## src/rtl/multicore_done_aggregator.sv

```systemverilog
// Completion monitor for an N-core cluster: latches each core's result on the falling edge
// of its ready strobe, sums the results and times the run. Optional macro: PER_CORE_CYCLES_EN.
module multicore_done_aggregator #(
    parameter int unsigned CORES    = 4,
    parameter int unsigned RESULT_W = 8,
    parameter int unsigned CYCLE_W  = 16,
    parameter int unsigned SUM_W    = 16,
    parameter int unsigned TIMEOUT  = 50000
) (
    input  logic                        clk,
    input  logic                        reset,
    input  logic                        start,
    input  logic [CORES-1:0]            ready_in,
    input  logic [CORES*RESULT_W-1:0]   result_in,
    output logic [CORES-1:0]            core_done,
    output logic [CORES*RESULT_W-1:0]   result_lat,
    output logic [SUM_W-1:0]            total,
    output logic [CYCLE_W-1:0]          cycle_count,
    output logic                        busy,
    output logic                        all_done,
    output logic                        timed_out,
    output logic                        done_pulse
`ifdef PER_CORE_CYCLES_EN
    ,
    output logic [CORES*CYCLE_W-1:0]    core_cycles
`endif
);

    typedef enum logic [1:0] {
        S_IDLE,
        S_RUN,
        S_DONE,
        S_TIMEOUT
    } state_t;

    state_t                      r_state;
    logic [CORES-1:0]            r_ready_q;
    logic [CORES-1:0]            r_core_done;
    logic [CORES*RESULT_W-1:0]   r_result_lat;
    logic [SUM_W-1:0]            r_total;
    logic [CYCLE_W-1:0]          r_cycle_count;
    logic                        r_busy;
    logic                        r_all_done;
    logic                        r_timed_out;
    logic                        r_done_pulse;
`ifdef PER_CORE_CYCLES_EN
    logic [CORES*CYCLE_W-1:0]    r_core_cycles;
`endif

    logic [CORES-1:0]            w_fall;
    logic [CORES-1:0]            w_new;
    logic [CORES-1:0]            w_done_next;
    logic                        w_all;
    logic                        w_to;
    logic [SUM_W-1:0]            w_add;

    // A core completes on the first falling edge of its strobe during a run.
    assign w_fall      = r_ready_q & ~ready_in;
    assign w_new       = w_fall & ~r_core_done;
    assign w_done_next = r_core_done | w_new;
    assign w_all       = &w_done_next;
    assign w_to        = (TIMEOUT != 0) && (32'(r_cycle_count) == 32'(TIMEOUT - 1));

    // Simultaneous completions are folded into a single add.
    always_comb begin
        w_add = '0;
        for (int k = 0; k < int'(CORES); k++) begin
            if (w_new[k]) begin
                w_add = w_add + SUM_W'(result_in[k*RESULT_W +: RESULT_W]);
            end
        end
    end

    always_ff @(posedge clk or posedge reset) begin
        if (reset) begin
            r_state       <= S_IDLE;
            r_ready_q     <= '0;
            r_core_done   <= '0;
            r_result_lat  <= '0;
            r_total       <= '0;
            r_cycle_count <= '0;
            r_busy        <= 1'b0;
            r_all_done    <= 1'b0;
            r_timed_out   <= 1'b0;
            r_done_pulse  <= 1'b0;
`ifdef PER_CORE_CYCLES_EN
            r_core_cycles <= '0;
`endif
        end else begin
            r_ready_q    <= ready_in;
            r_done_pulse <= 1'b0;
            case (r_state)
                S_IDLE, S_DONE, S_TIMEOUT: begin
                    if (start) begin
                        r_state       <= S_RUN;
                        r_core_done   <= '0;
                        r_result_lat  <= '0;
                        r_total       <= '0;
                        r_cycle_count <= '0;
                        r_busy        <= 1'b1;
                        r_all_done    <= 1'b0;
                        r_timed_out   <= 1'b0;
`ifdef PER_CORE_CYCLES_EN
                        r_core_cycles <= '0;
`endif
                    end
                end
                S_RUN: begin
                    r_core_done <= w_done_next;
                    r_total     <= r_total + w_add;
                    for (int k = 0; k < int'(CORES); k++) begin
                        if (w_new[k]) begin
                            r_result_lat[k*RESULT_W +: RESULT_W] <= result_in[k*RESULT_W +: RESULT_W];
`ifdef PER_CORE_CYCLES_EN
                            r_core_cycles[k*CYCLE_W +: CYCLE_W] <= r_cycle_count;
`endif
                        end
                    end
                    // Completion takes priority over a coincident timeout; the final cycle is not counted.
                    if (w_all) begin
                        r_state      <= S_DONE;
                        r_busy       <= 1'b0;
                        r_all_done   <= 1'b1;
                        r_done_pulse <= 1'b1;
                    end else if (w_to) begin
                        r_state      <= S_TIMEOUT;
                        r_busy       <= 1'b0;
                        r_timed_out  <= 1'b1;
                        r_done_pulse <= 1'b1;
                    end else if (r_cycle_count != '1) begin
                        r_cycle_count <= r_cycle_count + CYCLE_W'(1);
                    end
                end
                default: r_state <= S_IDLE;
            endcase
        end
    end

    assign core_done   = r_core_done;
    assign result_lat  = r_result_lat;
    assign total       = r_total;
    assign cycle_count = r_cycle_count;
    assign busy        = r_busy;
    assign all_done    = r_all_done;
    assign timed_out   = r_timed_out;
    assign done_pulse  = r_done_pulse;
`ifdef PER_CORE_CYCLES_EN
    assign core_cycles = r_core_cycles;
`endif

endmodule

```

## config.mk

```make
export PLATFORM = sky130hd
export DESIGN_NAME = multicore_done_aggregator
export DESIGN_NICKNAME = d
export VERILOG_FILES = /design/src/rtl/multicore_done_aggregator.sv
export SDC_FILE = /design/constraint.sdc
export NUM_CORES = 1
export LEC_CHECK = 0
export ABC_AREA = 1
export BUFFER_PORTS_ARGS = -buffer_cell sky130_fd_sc_hd__buf_4
export CORE_UTILIZATION = 30
export CTS_BUF_LIST = sky130_fd_sc_hd__clkbuf_4 sky130_fd_sc_hd__clkbuf_8
export DETAILED_ROUTE_END_ITERATION = 6
export SETUP_SLACK_MARGIN = 0.02
export SYNTH_ARGS = -nofsm -noshare
export SYNTH_HDL_FRONTEND = slang
export SYNTH_SLANG_ARGS = --single-unit
export TNS_END_PERCENT = 10
```

## constraint.sdc

```tcl
create_clock -name clk -period 6.9 [get_ports clk]
set_input_delay 2.07 -clock clk [delete_from_list [all_inputs] [get_ports clk]]
set_output_delay 2.07 -clock clk [all_outputs]
set_load 0.005 [all_outputs]
```

==> run_results.csv, run 1 <==
group,metric,value,unit
logic_synthesis,ys_types,46,
sta,maxSlewHeadroom,0.4943,
clocking,root_buffer,"clkbuf_8",
logic_synthesis,synth_warnings,0,
drt,post-route-drc-count,0,
sta,fmax,149.3,MHz
sta,period_minus_slack,6.697,ns
die,num_rows,48,
flow_run,maxCapViolCount,0,
place,place.gp.congestion,0.8975,
power_and_ir_drop,vdd.ir_drop.worst,0.1458,mV
logic_synthesis,yosys.area.top_type,"dfrtp_1",
grt,antenna_found_initial,0,
worst_setup_path,critical_path_peak_fanout,4,
drt,wirelength,16.99,mm
logic_synthesis,synth-seq-area-share,0.3571,
logic_synthesis,synth_flop_cell,"dfrtp_1",
place,dp_hpwl,12.59,mm
logic_synthesis,synth.top_cell.area_share,0.3571,
finish,layout_common_cells,"buf_4 (198), nand2_1 (155), nand3_1 (96), inv_1 (81), dfrtp_1 (78)",
sta,finalSetupViolCount,0,
worst_setup_path,cp_data_required_time,7.23,ns
clocking,cts_buffer_depth,2,
clocking,cts.sinks,78,
clocking,clkLatencyLatePin,0.38,ns
logic_synthesis,synth_area,0.005466,mm2
sta,worst_slew_pin_slew,0.7586,ns
drt,vias,5599,
die,start_util,0.3117,
finish,area_delta_synth_final,40.12,%
clocking,numCtsBuffers,9,
drt,vias_per_cell,4.860,
die,die_w,137.0,um
logic_synthesis,syn_area_per_cell,7.488,um2
clocking,clk_pin_slew_worst_paths,0.09,ns
sta,fin_ws,0.2029,ns
worst_setup_path,critPathKind,"in2reg",
worst_setup_path,cp-end-kind,"register",
sta,slew_viol_final,0,
worst_setup_path,worst_path_most_repeated_cell,"nand2_1",
worst_setup_path,worst-r2r-cell-count,38,
finish,finalNetCount,1000,
hold_path,hp-class,"reg2reg",
grt,grt_pass1_wl,26.41,mm
die,die_h,137.0,um
finish,final_common_cell,"buf_4",
finish,stdcell_count,1152,
worst_setup_path,slowest_stage,"ha_1",
clocking,htree_levels,3,
die,core-area,0.01754,mm2
drt,drt-initial-drc-count,313,
logic_synthesis,ys_seq_elements,78,
hold_path,whs_path_depth,2,
sta,tns,0,ns
grt,grt_max_degree,51,
drt,ant_nets,0,
logic_synthesis,syn-num-nets,808,
place,placedCellCount,1125,
die,io-pin-count,111,
drt,dr.pass1.iters,5,
worst_setup_path,startpoint_type,"input port",
power_and_ir_drop,power.density,318.9,mW/mm2
clocking,cts_tree,"built",
grt,grt_use_total,0.1816,
finish,drive_gt1_frac,0.3355,
grt,grt_pass1_vias,5273,
die,die-area,0.01876,mm2
sta,skew,0.01573,ns
outcome,status,"finished, final reports clean",
logic_synthesis,synthCells,730,
worst_setup_path,slowest_delay,0.30,ns
logic_synthesis,synthTopCellsByArea,"dfrtp_1 (36%), nand2_1 (11%), nand3_1 (9.2%)",
finish,antennaDiodeCount,0,
sta,period_share,0.9706,
drt,wl_per_cell,14.75,um
logic_synthesis,synth_edf_count,0,
finish,nFillCells,1816,
grt,grt_remaining_overflow,0,
place,dp_slack,-0.4039,ns
worst_setup_path,worstPathArrival,7.02,ns
sta,rsz0062_at_grt,"yes",
clocking,cts_hold_buffers,0,
sta,hold_violations,0,
logic_synthesis,synthArstFlopShare,1.000,
power_and_ir_drop,leakage,3.926,nW
finish,fin_util,0.4368,
place,portBuffers,110,
sta,whs,0.4826,ns
layer usage:
| layer | track usage | vias up | part of all wire |
|---|---|---|---|
| met5 | 0 | - | 0 |
| met4 | 0.04274 | 0 | 0.011 |
| met3 | 0.04185 | 11 | 0.059 |
| met2 | 0.2879 | 147 | 0.47 |
| met1 | 0.2487 | 2614 | 0.46 |
| li1 | - | 2827 | - |
power by group:
| group | total, mW | switching (mW) | internal (mW) | leakage, nW |
|---|---|---|---|---|
| combinational | 1.37 | 0.740 | 0.633 | 2.81 |
| sequential | 0.731 | 0.123 | 0.608 | 1.03 |
| clock | 0.339 | 0.197 | 0.142 | 0.0849 |
| total | 2.44 | 1.06 | 1.38 | 3.93 |
critical path, delay by kind of cell:
| kind | cells | cell delay, ns |
|---|---|---|
| and+or+nand+nor | 17 | 1.77 |
| buffers and inverters | 5 | 0.34 |
| adders and majority gates | 4 | 1.06 |
| AOI/OAI and AO/OA | 10 | 1.33 |
| xor gates and xnor gates | 3 | 0.47 |
registers in the layout (all words and copies together) (netlist names):
| register | cells |
|---|---|
| result_lat | 32 |
| r_ready_q | 4 |
| timed_out | 1 |
| core_done | 4 |
| cycle_count | 16 |
| all_done | 1 |
| busy | 1 |
| total | 16 |
| done_pulse | 1 |
| r_state | 2 |
area by class of cell:
| type | count | area [um2] | share of cell area |
|---|---|---|---|
| timing repair buffer | 199 | 1501 | 0.1960 |
| inverter | 97 | 365.4 | 0.04770 |
| multi-input combinational | 537 | 3377 | 0.4409 |
| clock buffer | 10 | 137.6 | 0.01797 |
| clock inverter | 6 | 45.04 | 0.005880 |
| tap | 225 | 281.5 | 0.03675 |
| sequential | 78 | 1952 | 0.2548 |
path summary, 6_finish.rpt:
check,from,to,slack (ns)
worst max register to register,r_ready_q[0],total[13],1.44
worst min-delay path,busy,busy,0.48
max in group asynchronous,reset,r_state[0],4.15
worst max-delay path,ready_in[0],total[14],0.20
worst min register to register,busy,busy,0.48
min in group asynchronous,reset,result_lat[7],1.70
cells in the mapped netlist (4+ instances only):
cell type    n
a22oi_1      4
fa_1         4
or2_2        4
o21ai_2      4
inv_2        7
nor3_1      13
inv_1       90
dfrtp_1     78
buf_2        6
a21oi_1     35
o22ai_1     10
clkbuf_1     7
nand4_1     13
nand2_1    165
xor2_1      18
ha_1        35
o21ai_0     42
o21bai_1     4
nand3_1    101
o21ai_1     11
nor2_1      35
through the flow:
stage | area, um2 | power, mW
floorplan | 5470 | 1.426
global placement | 7074 | 2.014
detailed placement | 7074 | 2.030
CTS | 7272 | 2.379
global route | 7660 | 2.657
finish | 7660 | 2.443
cell families after synthesis:
group,count (synthesis),share of synthesized area
and+or+nand+nor,353,0.3001
xor gates and xnor gates,20,0.03204
AOI/OAI and AO/OA,125,0.1330
DFF,78,0.3571
adders and majority gates,39,0.09476
buffers and inverters,115,0.08309
timing repair:
item                                   in CTS  in global routing
endpoints found under the hold margin       0                  0
buffers inserted                            0                 11
gates resized for setup                     3                 69
pin swaps                                   0                 42
setup endpoints to repair                   3                 10
gates cloned                                0                  0
Note: power is estimated with default switching activity, not from simulation.
==> inputs of run 2 (changes only) <==
--- a/config.mk
+++ b/config.mk
@@ -9,7 +9,9 @@
 export BUFFER_PORTS_ARGS = -buffer_cell sky130_fd_sc_hd__buf_4
 export CORE_UTILIZATION = 30
 export CTS_BUF_LIST = sky130_fd_sc_hd__clkbuf_4 sky130_fd_sc_hd__clkbuf_8
+export CTS_CLUSTER_SIZE = 16
 export DETAILED_ROUTE_END_ITERATION = 6
+export PLACE_DENSITY = 0.52
 export SETUP_SLACK_MARGIN = 0.02
 export SYNTH_ARGS = -nofsm -noshare
 export SYNTH_HDL_FRONTEND = slang
==> run 2 against run 1 <==
Compared with the run above:
- register-to-register slack improved by 0.02 ns
- clock skew fell by 0.0083 ns
- combinational power barely moved
- via count rose by 0.14%
- sequential cell count did not move
- core utilization rose by 0.86 points
- count of clock-buffer cells in the layout fell by 1
- critical path depth fell by 4
- sequential share of layout area fell by 0.49 points
- power rose by 3.2%
- setup slack improved by 0.034 ns
- first-iteration DRC count fell by 5.8%
- largest cell class unchanged
- largest power group unchanged
==> run_results.csv, run 2 (synthesis results as in run 1) <==
group,metric,value,unit
drt,post-route-drc-count,0,
worst_setup_path,critPathKind,"in2reg",
grt,grt_max_degree,55,
finish,finalNetCount,997,
die,io-pin-count,111,
power_and_ir_drop,leakage,3.953,nW
drt,dr.pass1.iters,5,
flow_run,maxCapViolCount,0,
hold_path,hp-class,"reg2reg",
finish,largest_reg_flops,32,
drt,ant_nets,0,
sta,slew_viol_final,0,
clocking,cts_buffer_depth,2,
power_and_ir_drop,power.density,322.9,mW/mm2
sta,rsz0062_at_grt,"yes",
place,dp_hpwl,12.74,mm
sta,period_minus_slack,6.663,ns
outcome,status,"finished, final reports clean",
drt,wirelength,17.27,mm
power_and_ir_drop,p_seq_frac,0.290,
finish,final_common_cell,"buf_4",
drt,vias,5607,
finish,antennaDiodeCount,0,
finish,regArea,0.001952,mm2
clocking,cts_hold_buffers,0,
finish,multi_input_area,0.003498,mm2
place,portBuffers,110,
worst_setup_path,worstPathArrival,6.95,ns
power_and_ir_drop,comb_power_share,0.553,
grt,grt_use_total,0.1869,
finish,final_area,0.007811,mm2
grt,grt_pass1_vias,5326,
worst_setup_path,startpoint_type,"input port",
power_and_ir_drop,vdd.ir_drop.worst,0.1333,mV
die,core-area,0.01754,mm2
die,start_util,0.3117,
place,place.gp.congestion,0.8439,
worst_setup_path,slowest_delay,0.54,ns
sta,skew,0.007477,ns
worst_setup_path,cp-end-kind,"register",
worst_setup_path,slowest_stage,"fa_2",
worst_setup_path,critical_path_peak_fanout,5,
finish,drive_gt1_frac,0.3528,
clocking,numCtsBuffers,9,
worst_setup_path,cp_data_required_time,7.19,ns
sta,period_share,0.9657,
drt,vias_per_cell,4.880,
drt,drt-initial-drc-count,295,
clocking,clk_pin_slew_worst_paths,0.09,ns
power_and_ir_drop,clkPwrFrac,0.157,
clocking,cts_tree,"built",
power_and_ir_drop,switching_share,0.4358,
die,num_rows,48,
finish,layout_common_cells,"buf_4 (191), nand2_1 (151), nand3_1 (92), dfrtp_1 (78), inv_1 (77)",
clocking,htree_levels,3,
clocking,clkLatencyLatePin,0.40,ns
sta,worst_slew_pin_slew,0.7158,ns
die,die-area,0.01876,mm2
clocking,cts.sinks,78,
power_and_ir_drop,power,2.522,mW
drt,wl_per_cell,15.03,um
sta,finalSetupViolCount,0,
die,die_w,137.0,um
grt,antenna_found_initial,0,
die,die_h,137.0,um
sta,hold_violations,0,
grt,grt_pass1_wl,27.06,mm
finish,nFillCells,1794,
grt,grt_remaining_overflow,0,
power_and_ir_drop,intPower,1.423,mW
power_and_ir_drop,switchingPower,1.099,mW
finish,area_delta_synth_final,42.89,%
sta,fmax,150.1,MHz
place,placed_area,0.007087,mm2
sta,maxSlewHeadroom,0.5228,
clocking,root_buffer,"clkbuf_8",
==> run 2: cell count changes in the layout (fill, tap and decap cells not counted), sizes merged <==
cell | before | now
clkinv | 3 | 1
bufinv | 0 | 1
inv | 97 | 102
clkinvlp | 3 | 0
buf | 199 | 196
clkbuf | 10 | 9
==> run 2: final cells by class <==
class	instances	area share
clock inverter	7	0.01089
timing repair buffer	196	0.1924
inverter	97	0.04709
tap	225	0.03604
sequential	78	0.2499
multi-input combinational	537	0.4479
clock buffer	9	0.01586
==> run 2: critical path, delay by kind of cell <==
kind / cells / cell delay (ns)
and+or+nand+nor: 16 / 1.77
adders and majority gates: 5 / 1.61
AOI/OAI and AO/OA: 7 / 0.89
buffers and inverters: 6 / 0.43
xor gates and xnor gates: 1 / 0.16
==> run 2: power groups by stage <==
stage	clock (mW)	sequential, mW	combinational, mW
CTS	0.403	0.732	1.29
finish	0.395	0.731	1.40
floorplan	0	0.722	0.704
detailed placement	0	0.738	1.29
global placement	0	0.742	1.27
global route	0.421	0.754	1.56
==> run 2: metrics by stage <==
| step | hold slack [ns] | setup TNS, ns | worst slack (ns) | std cells | utilization |
|---|---|---|---|---|---|
| after CTS | 0.5003 | 0 | 0.01694 | 1141 | 0.4165 |
| after global routing | 0.5242 | -0.3531 | -0.1248 | 1149 | 0.4454 |
| after detailed placement | 0.4761 | -2.842 | -0.4085 | 1125 | 0.4041 |
| after floorplan | 0.4654 | 0 | 0.04190 | 730 | - |
| final | 0.4918 | 0 | 0.2366 | 1149 | 0.4454 |
| after global placement | 0.4752 | -2.459 | -0.3637 | 1125 | 0.4041 |
==> run 2: what timing repair did <==
item,CTS,global route
setup buffers,0,8
endpoints found under the setup margin,2,11
gates resized for setup,1,100
pin swaps,0,52
==> run 2: final timing paths <==
check,from,to,slack [ns],cells past startpoint
setup / recovery,ready_in[0],total[13],0.24,35
hold / removal,busy,busy,0.49,2
setup reg to reg,r_ready_q[0],total[13],1.46,35
hold reg to reg,busy,busy,0.49,2
max in group asynchronous,reset,total[6],4.15,3
min in group asynchronous,reset,result_lat[4],1.67,2
==> run 2: routing by layer <==
layer / vias up / share of wire / global-route usage
li1: 2833 / - / -
met1: 2631 / 0.48 / 0.2545
met2: 121 / 0.46 / 0.2985
met3: 22 / 0.041 / 0.02926
met4: 0 / 0.021 / 0.06654
met5: - / 0 / 0
==> inputs of run 3 (changes only) <==
--- a/config.mk
+++ b/config.mk
@@ -11,7 +11,7 @@
 export CTS_BUF_LIST = sky130_fd_sc_hd__clkbuf_4 sky130_fd_sc_hd__clkbuf_8
 export CTS_CLUSTER_SIZE = 16
 export DETAILED_ROUTE_END_ITERATION = 6
-export PLACE_DENSITY = 0.52
+export PLACE_DENSITY = 0.48
 export SETUP_SLACK_MARGIN = 0.02
 export SYNTH_ARGS = -nofsm -noshare
 export SYNTH_HDL_FRONTEND = slang
==> run 3 against run 2 <==
Compared with the run above:
- clock skew rose by 0.0041 ns
- count of clock-buffer cells in the layout did not move
- combinational power barely moved
- critical path type unchanged
- largest cell class unchanged
- final area fell by 2.1%
==> run_results.csv, run 3 (synthesis results as in run 1) <==
group,metric,value,unit
die,start_util,0.3117,
worst_setup_path,worst-r2r-cell-count,35,
die,die_w,137.0,um
clocking,cts_buffer_depth,2,
sta,period_share,0.9761,
place,portBuffers,110,
drt,vias,5656,
outcome,status,"finished, final reports clean",
place,dp_slack,-0.4488,ns
power_and_ir_drop,leakage,3.957,nW
clocking,numCtsBuffers,9,
clocking,root_buffer,"clkbuf_8",
die,die_h,137.0,um
grt,grt_pass1_wl,28.03,mm
sta,maxSlewHeadroom,0.2943,
clocking,htree_levels,3,
drt,drt-initial-drc-count,248,
drt,vias_per_cell,4.897,
drt,wl_per_cell,15.07,um
power_and_ir_drop,power.density,322.7,mW/mm2
sta,finalSetupViolCount,0,
power_and_ir_drop,power,2.467,mW
sta,worst_slew_pin_slew,1.059,ns
worst_setup_path,startpoint_type,"input port",
worst_setup_path,slowest_stage,"fa_2",
die,core-area,0.01754,mm2
sta,fmax,148.5,MHz
sta,slew_viol_final,0,
drt,ant_nets,0,
grt,grt_use_total,0.1922,
finish,antennaDiodeCount,0,
sta,skew,0.01156,ns
hold_path,whs_path_depth,1,
grt,grt_remaining_overflow,0,
finish,drive_gt1_frac,0.3226,
grt,grt_max_degree,79,
finish,finalNetCount,1003,
clocking,clk_pin_slew_worst_paths,0.10,ns
die,num_rows,48,
sta,hold_violations,0,
sta,period_minus_slack,6.735,ns
place,place.gp.congestion,0.9326,
clocking,cts.sinks,78,
worst_setup_path,crit_path_start,"ready_in[0]",
place,dp_hpwl,13.19,mm
hold_path,hp-class,"reg2reg",
finish,final_common_cell,"buf_4",
drt,wirelength,17.40,mm
worst_setup_path,slowest_delay,0.52,ns
worst_setup_path,cp_data_required_time,7.18,ns
finish,layout_common_cells,"buf_4 (201), nand2_1 (156), nand3_1 (96), inv_1 (83), dfrtp_1 (78)",
sta,fin_ws,0.1647,ns
die,io-pin-count,111,
worst_setup_path,critPathKind,"in2reg",
finish,nFillCells,1793,
grt,grt_pass1_vias,5649,
hold_path,worstHoldStart,"total[15]",
sta,rsz0062_at_grt,"yes",
worst_setup_path,critical_path_peak_fanout,5,
drt,dr.pass1.iters,4,
clocking,cts_tree,"built",
drt,post-route-drc-count,0,
worst_setup_path,worstPathArrival,7.01,ns
clocking,clkLatencyLatePin,0.38,ns
finish,area_delta_synth_final,39.87,%
flow_run,maxCapViolCount,0,
die,die-area,0.01876,mm2
worst_setup_path,cp-end-kind,"register",
worst_setup_path,reg2reg_from,"r_ready_q[0]",
grt,antenna_found_initial,0,
power_and_ir_drop,vdd.ir_drop.worst,0.2074,mV
finish,largest_reg_flops,32,
run 3: final cells by class:
class	instances	area [um2]	share of cell area
Tap cell	225	281.5	0.03682
Clock buffer	9	123.9	0.01620
Sequential cell	78	1952	0.2553
Multi-Input combinational cell	537	3341	0.4369
Clock inverter	7	56.30	0.007364
Inverter	97	367.9	0.04811
Timing Repair Buffer	202	1524	0.1993
run 3: timing repair:
action / in CTS / in global routing
hold buffers: 0 / 0
setup endpoints to repair: 4 / 10
buffers inserted: 1 / 6
pin swaps: 3 / 36
gates resized for setup: 4 / 59
run 3: power by group:
group	total [mW]	internal (mW)	leakage (nW)	switching [mW]
clock network	0.343	0.135	0.0906	0.207
registers	0.729	0.608	1.03	0.121
logic	1.40	0.642	2.84	0.753
run 3: per-stage QoR:
stage	instance area [um2]	util	TNS [ns]	hold slack, ns	cells
2_1_floorplan	5470	-	0	0.4654	730
3_3_place_gp	7127	0.4064	-1.649	0.4629	1132
3_5_place_dp	7127	0.4064	-2.655	0.4843	1132
4_1_cts	7328	0.4179	0	0.4981	1149
5_1_grt	7646	0.4360	-1.702	0.5149	1155
6_report	7646	0.4360	0	0.4860	1155
run 3: critical path: cells and delay by family:
kind | cells | cell delay (ns)
AO/OA/AOI/OAI | 7 | 1.01
XOR/XNOR | 1 | 0.15
adder cells (fa/ha/maj) | 5 | 1.68
buffers and inverters | 7 | 0.50
AND/OR/NAND/NOR | 15 | 1.60
run 3: per-layer routing:
metal  vias to the layer above  share of wire  global-route usage
met4                         0          0.019             0.06960
met3                        21          0.038             0.02778
met5                         -              0                   0
li1                       2841              -                   -
met1                      2676           0.45              0.2435
met2                       118           0.49              0.3302
run 3: final timing paths:
check | end | slack, ns
worst max-delay path | total[11] | 0.16
worst min-delay path | total[15] | 0.49
worst max register to register | total[11] | 1.39
worst min register to register | total[15] | 0.49
max in group asynchronous | result_lat[0] | 4.18
min in group asynchronous | result_lat[3] | 1.97
